## src/rtl/tqvp_gera_gray_pkg.sv

```systemverilog
// rtl/tqvp_gera_gray_pkg.sv - shared register map, STAT bit indices and Gray width
package tqvp_gera_gray_pkg;

  localparam int GRAY_W = 4;

  localparam logic [3:0] ADDR_POS    = 4'h0;
  localparam logic [3:0] ADDR_CODE   = 4'h1;
  localparam logic [3:0] ADDR_STAT   = 4'h2;
  localparam logic [3:0] ADDR_ERRCNT = 4'h3;
  localparam logic [3:0] ADDR_DEB    = 4'h4;

  localparam int STAT_VALID = 0;
  localparam int STAT_DIR   = 1;
  localparam int STAT_ERR   = 2;
  localparam int STAT_MOVED = 3;

  localparam logic [7:0] CNT_MAX = 8'hFF;

endpackage

```

## src/rtl/tqvp_gera_gray2bin.sv

```systemverilog
// rtl/tqvp_gera_gray2bin.sv - parameterised combinational Gray-to-binary decoder
module tqvp_gera_gray2bin #(
  parameter int W = 4
) (
  input  logic [W-1:0] gray,
  output logic [W-1:0] bin
);

  // Each binary bit is the parity of the Gray bits at and above it.
  always_comb begin
    bin = '0;
    for (int i = 0; i < W; i++) begin
      bin[i] = ^(gray >> i);
    end
  end

endmodule

```

## src/rtl/tqvp_gera_gray_tracker.sv

```systemverilog
// rtl/tqvp_gera_gray_tracker.sv - debounced Gray encoder tracker with position/error registers
module tqvp_gera_gray_tracker
  import tqvp_gera_gray_pkg::*;
#(
  parameter logic [7:0] DEB_RESET = 8'd16
) (
  input  logic       clk,
  input  logic       rst_n,
  input  logic [7:0] ui_in,
  output logic [7:0] uo_out,
  input  logic [3:0] address,
  input  logic       data_write,
  input  logic [7:0] data_in,
  output logic [7:0] data_out
);

  logic [GRAY_W-1:0] gray_in;
  logic [GRAY_W-1:0] cand;
  logic [GRAY_W-1:0] stable;
  logic [GRAY_W-1:0] bin_new;
  logic [GRAY_W-1:0] bin_old;
  logic [GRAY_W-1:0] delta;
  logic [7:0]        cnt;
  logic [7:0]        pos;
  logic [7:0]        errcnt;
  logic [7:0]        deb;
  logic [7:0]        deb_eff;
  logic              valid;
  logic              dir;
  logic              err;
  logic              moved;
  logic              commit;
  logic              step_up;
  logic              step_dn;
  logic              jump_err;
  logic              wr_pos;
  logic              wr_stat;
  logic              wr_errcnt;
  logic              wr_deb;
  logic [7:0]        stat;
  logic              unused_ui;

  assign gray_in   = ui_in[GRAY_W-1:0];
  assign unused_ui = &{1'b0, ui_in[7:GRAY_W]};

  tqvp_gera_gray2bin #(.W(GRAY_W)) u_dec_new (
    .gray (cand),
    .bin  (bin_new)
  );

  tqvp_gera_gray2bin #(.W(GRAY_W)) u_dec_old (
    .gray (stable),
    .bin  (bin_old)
  );

  // A stored debounce length of zero behaves as one.
  assign deb_eff = (deb == 8'd0) ? 8'd1 : deb;
  assign commit  = (cnt >= deb_eff) && ((cand != stable) || !valid);
  assign delta   = bin_new - bin_old;

  assign step_up  = commit && valid && (delta == 4'd1);
  assign step_dn  = commit && valid && (delta == 4'hF);
  assign jump_err = commit && valid && !step_up && !step_dn;

  assign wr_pos    = data_write && (address == ADDR_POS);
  assign wr_stat   = data_write && (address == ADDR_STAT);
  assign wr_errcnt = data_write && (address == ADDR_ERRCNT);
  assign wr_deb    = data_write && (address == ADDR_DEB);

  always_ff @(posedge clk) begin
    if (!rst_n) begin
      cand   <= '0;
      cnt    <= 8'd0;
      stable <= '0;
      pos    <= 8'd0;
      valid  <= 1'b0;
      dir    <= 1'b0;
      err    <= 1'b0;
      moved  <= 1'b0;
      errcnt <= 8'd0;
      deb    <= DEB_RESET;
    end else begin
      if (gray_in != cand) begin
        cand <= gray_in;
        cnt  <= 8'd1;
      end else if (cnt != CNT_MAX) begin
        cnt <= cnt + 8'd1;
      end

      if (commit) begin
        stable <= cand;
        valid  <= 1'b1;
      end

      // A register write beats a coincident step on POS.
      if (wr_pos) begin
        pos <= data_in;
      end else if (step_up) begin
        pos <= pos + 8'd1;
      end else if (step_dn) begin
        pos <= pos - 8'd1;
      end

      if (step_up) begin
        dir <= 1'b1;
      end else if (step_dn) begin
        dir <= 1'b0;
      end

      // W1C clears, but a same-edge set event wins.
      err   <= (err   & ~(wr_stat & data_in[STAT_ERR]))   | jump_err;
      moved <= (moved & ~(wr_stat & data_in[STAT_MOVED])) | step_up | step_dn;

      if (wr_errcnt) begin
        errcnt <= 8'd0;
      end else if (jump_err && (errcnt != CNT_MAX)) begin
        errcnt <= errcnt + 8'd1;
      end

      if (wr_deb) begin
        deb <= data_in;
      end
    end
  end

  always_comb begin
    stat             = 8'd0;
    stat[STAT_VALID] = valid;
    stat[STAT_DIR]   = dir;
    stat[STAT_ERR]   = err;
    stat[STAT_MOVED] = moved;
  end

  always_comb begin
    data_out = 8'd0;
    case (address)
      ADDR_POS:    data_out = pos;
      ADDR_CODE:   data_out = {{(8-GRAY_W){1'b0}}, bin_old};
      ADDR_STAT:   data_out = stat;
      ADDR_ERRCNT: data_out = errcnt;
      ADDR_DEB:    data_out = deb;
      default:     data_out = 8'd0;
    endcase
  end

  assign uo_out = pos;

endmodule

```

## config.mk

```make
export PLATFORM = sky130hd
export DESIGN_NAME = tqvp_gera_gray_tracker
export DESIGN_NICKNAME = d
export VERILOG_FILES = /design/src/rtl/tqvp_gera_gray_pkg.sv /design/src/rtl/tqvp_gera_gray2bin.sv /design/src/rtl/tqvp_gera_gray_tracker.sv
export SDC_FILE = /design/constraint.sdc
export NUM_CORES = 1
export LEC_CHECK = 0
export BUFFER_PORTS_ARGS = -buffer_cell sky130_fd_sc_hd__buf_2
export CAP_MARGIN = 40
export CELL_PAD_IN_SITES_DETAIL_PLACEMENT = 1
export CELL_PAD_IN_SITES_GLOBAL_PLACEMENT = 1
export CORE_MARGIN = 3
export CORE_UTILIZATION = 45
export CTS_BUF_LIST = sky130_fd_sc_hd__clkbuf_8
export DETAILED_ROUTE_END_ITERATION = 8
export PLACE_DENSITY = 0.83
export SLEW_MARGIN = 20
export SYNTH_ARGS = -nofsm -noshare
export SYNTH_HDL_FRONTEND = slang
export SYNTH_SLANG_ARGS = --single-unit
export TNS_END_PERCENT = 20
```

## constraint.sdc

```tcl
create_clock -name clk -period 5.6 [get_ports clk]
set_input_delay 1.12 -clock clk [delete_from_list [all_inputs] [get_ports clk]]
set_output_delay 1.12 -clock clk [all_outputs]
set_load 0.03 [all_outputs]
```

==> results.yml <==
run_status:
  status: "finished, final reports clean"
logic_synthesis:
  synth_edf_count: 0
  syn_area_sq_mm: 0.00286
  netlist_instances: 327
  yosysMostFrequentCell: "dfxtp_1"
  syn_nets: 372
  synth_top_area_share_pct: 30.8
  ys_warn_count: 0
  syn_avg_cell_area_sq_um: 8.75
  yosys.area.top_type: "dfxtp_1"
  synth_area_leaders: "dfxtp_1 31%, ha_1 8.7%, mux2i_1 4.2%"
  ys_top_cells_by_count: "44 x dfxtp_1, 27 x nand2_1, 22 x nand3_1"
  synth.distinct_cells: 56
  ys_seq_elements: 44
  ys_seq_area_share_pct: 30.8
  async_flop_share_pct: 0
  ys_dominant_reg_cell: "dfxtp_1"
clock_network:
  ctsHtreeMaxLevel: 2
  clk_path_buf_depth: 2
  clock-sinks: 44
  clk_pin_slew_worst_paths_ns: 0.08
  worstSkewPairLatency_ns: 0.30
  cts-root-buf: "clkbuf_8"
  cts_made_buffers: 5
  cts_hold_buf: 0
  cts_tree: "built"
  postCtsSetupRepairBufs: 0
  ctsResizeCount: 0
job:
  cap_viol_max_count: 0
global_routing:
  grt_overflow: 0
  grt_usage_pct: 21.6
  grt_pass1_wl_um: 13000
  grt_max_degree: 34
  grt_pass1_vias: 2687
  grt_antenna_before_repair: 0
floorplan:
  dieArea_sq_mm: 0.00735
  start_util_pct: 47.5
  ioPinCount: 39
  core_sq_mm: 0.00603
  fp-row-count: 28
  die_x_um: 85.7
  die_y_um: 85.7
finish:
  final_util_pct: 52.9
  nFillCells: 741
  area_growth_syn_to_layout_pct: 11.5
  layout.nets: 406
  drive_gt1_share_pct: 16.1
  insertedDiodeCount: 0
route:
  drcViolationCount: 0
  viasPerCell: 5.97
  vias: 2605
  wl_per_cell_um: 17.3
  drt_pass1_iterations: 4
  first_iter_violations: 132
  final_antenna_net_count: 0
  drt-total-wl_um: 7560
setup_path:
  critPathMaxStageDelay_ns: 0.46
  start_kind: "flop"
  required_ns: 5.78
  crit_top_cell: "xnor2_1"
  path_delay_family: "compound AO/OA/AOI/OAI gates"
  critPathBufInv: 1
  cp-end-kind: "flop"
  cp_max_fo: 9
  crit_type: "reg -> reg"
  arrival_ns: 5.03
  cp_slowest_cell: "ha_1"
  crit_chain: "xor2_1 > xnor2_1 > xnor2_1 > ha_1 > inv_1 > fa_1 > xor2_1 > nor3_1 > o21a_1 > nand3_1 > ha_1 > a211oi_1 > o21ai_0 > a31oi_1 > xnor2_1 > a221oi_1 > nor3_1"
timing:
  relSlewSlack_pct: 55.1
  setup_viol: 0
  finalCriticalPeriod_ns: 4.85
  setup_ws_ns: 0.749
  worst_pin_slew_ns: 0.664
  skew_ns: 0.00568
  hold_viol: 0
  tns_ns: 0
  timing.final.crit_share_pct: 86.6
  fmax_ghz: 0.206
  rsz0062_at_grt: "no"
  slew_viol_final: 0
pwr:
  pwr_density_cell_mw_per_mm2: 197
  clock_power_share_pct: 34.7
  p_sw_share_pct: 26.4
  comb_power_share_pct: 13.9
  p_seq_share_pct: 51.4
  p_int_w: 0.000463
  peakVddDrop_v: 0.000111
  p_sw_w: 0.000166
  leakage_nw: 1.28
placement:
  gp_congestion: 0.830
  dp_hpwl_um: 5800
  post-place-ws_ns: 0.770
  io_buffer_count: 34
hold_path:
  hold_class: "reg -> reg"
worst paths after layout:
kind | from | endpoint | slack, ns | depth (start not counted)
hold / removal | err | err | 0.48 | 2
setup / recovery | stable[3] | uo_out[7] | 0.75 | 17
setup reg to reg | stable[3] | uo_out[7] | 0.75 | 17
hold reg to reg | err | err | 0.48 | 2
cell type report:
type                       instances  area (sq um)  area share [%]
tap                               75          93.8            2.94
multi-input combinational        252          1850            57.9
clock buffer                       7          96.3            3.02
timing repair buffer              38           198            6.20
inverter                          20          75.1            2.35
sequential                        44           881            27.6
power by group through the flow:
stage	combinational, W	sequential (W)	clock [W]
global route	0.0000980	0.000324	0.000237
detailed placement	0.0000868	0.000331	0
CTS	0.0000876	0.000323	0.000222
floorplan	0.0000579	0.000331	0
global placement	0.0000824	0.000331	0
finish	0.0000873	0.000323	0.000218
registers in the layout (all words and copies together), names as in the netlist:
name / count
uo_out: 8
dir: 1
valid: 1
cnt: 8
deb: 8
stable: 4
moved: 1
errcnt: 8
err: 1
cand: 4
worst min-delay path, cell delays in order, from the launching register on:
cell	delay [ns]
dfxtp_1	0.32
nand2_1	0.05
a21boi_0	0.07
placed cells by master (no fill, tap or decap), types with 3 or more instances in the layout:
cell type	instances
nor2_1	8
ha_1	20
xnor2_1	10
a21boi_0	10
and2_1	5
a22oi_1	8
o21ai_0	15
o21a_1	3
or4_1	4
mux2i_1	12
nand3_1	22
nor4_1	4
buf_4	3
o31ai_1	3
a31oi_1	3
and3_1	4
nand2_1	27
a21o_1	3
clkbuf_8	7
xor2_1	13
buf_2	35
a222oi_1	4
nor2b_1	5
dfxtp_1	44
inv_1	20
nor3_1	11
a21oi_1	21
through the flow:
step	hold WS [ns]	cell area (sq um)	cells	power (W)
2_1_floorplan	0.444	2860	327	0.000389
6_report	0.482	3190	436	0.000629
5_1_grt	0.526	3190	436	0.000659
3_3_place_gp	0.453	3090	428	0.000413
3_5_place_dp	0.468	3090	429	0.000418
4_1_cts	0.482	3190	436	0.000633
metal layers:
metal	global-route usage, %	routed length (um)	up-vias
met5	0	0	-
met4	5.32	111	0
met2	37.0	3740	45
li1	-	-	1276
met1	28.4	3440	1272
met3	3.55	267	12
kinds of logic (layout without fill, tap and decap cells):
| logic type | Yosys count | after routing | share of synthesized area, % |
|---|---|---|---|
| DFF | 44 | 44 | 30.8 |
| buffers and inverters | 31 | 65 | 4.68 |
| xor gates and xnor gates | 23 | 23 | 7.04 |
| AOI/OAI and AO/OA | 85 | 85 | 20.7 |
| and+or+nand+nor | 110 | 110 | 22.4 |
| muxes | 12 | 12 | 4.20 |
| adders and majority gates | 22 | 22 | 10.1 |
(Power assumes the default switching activity.)
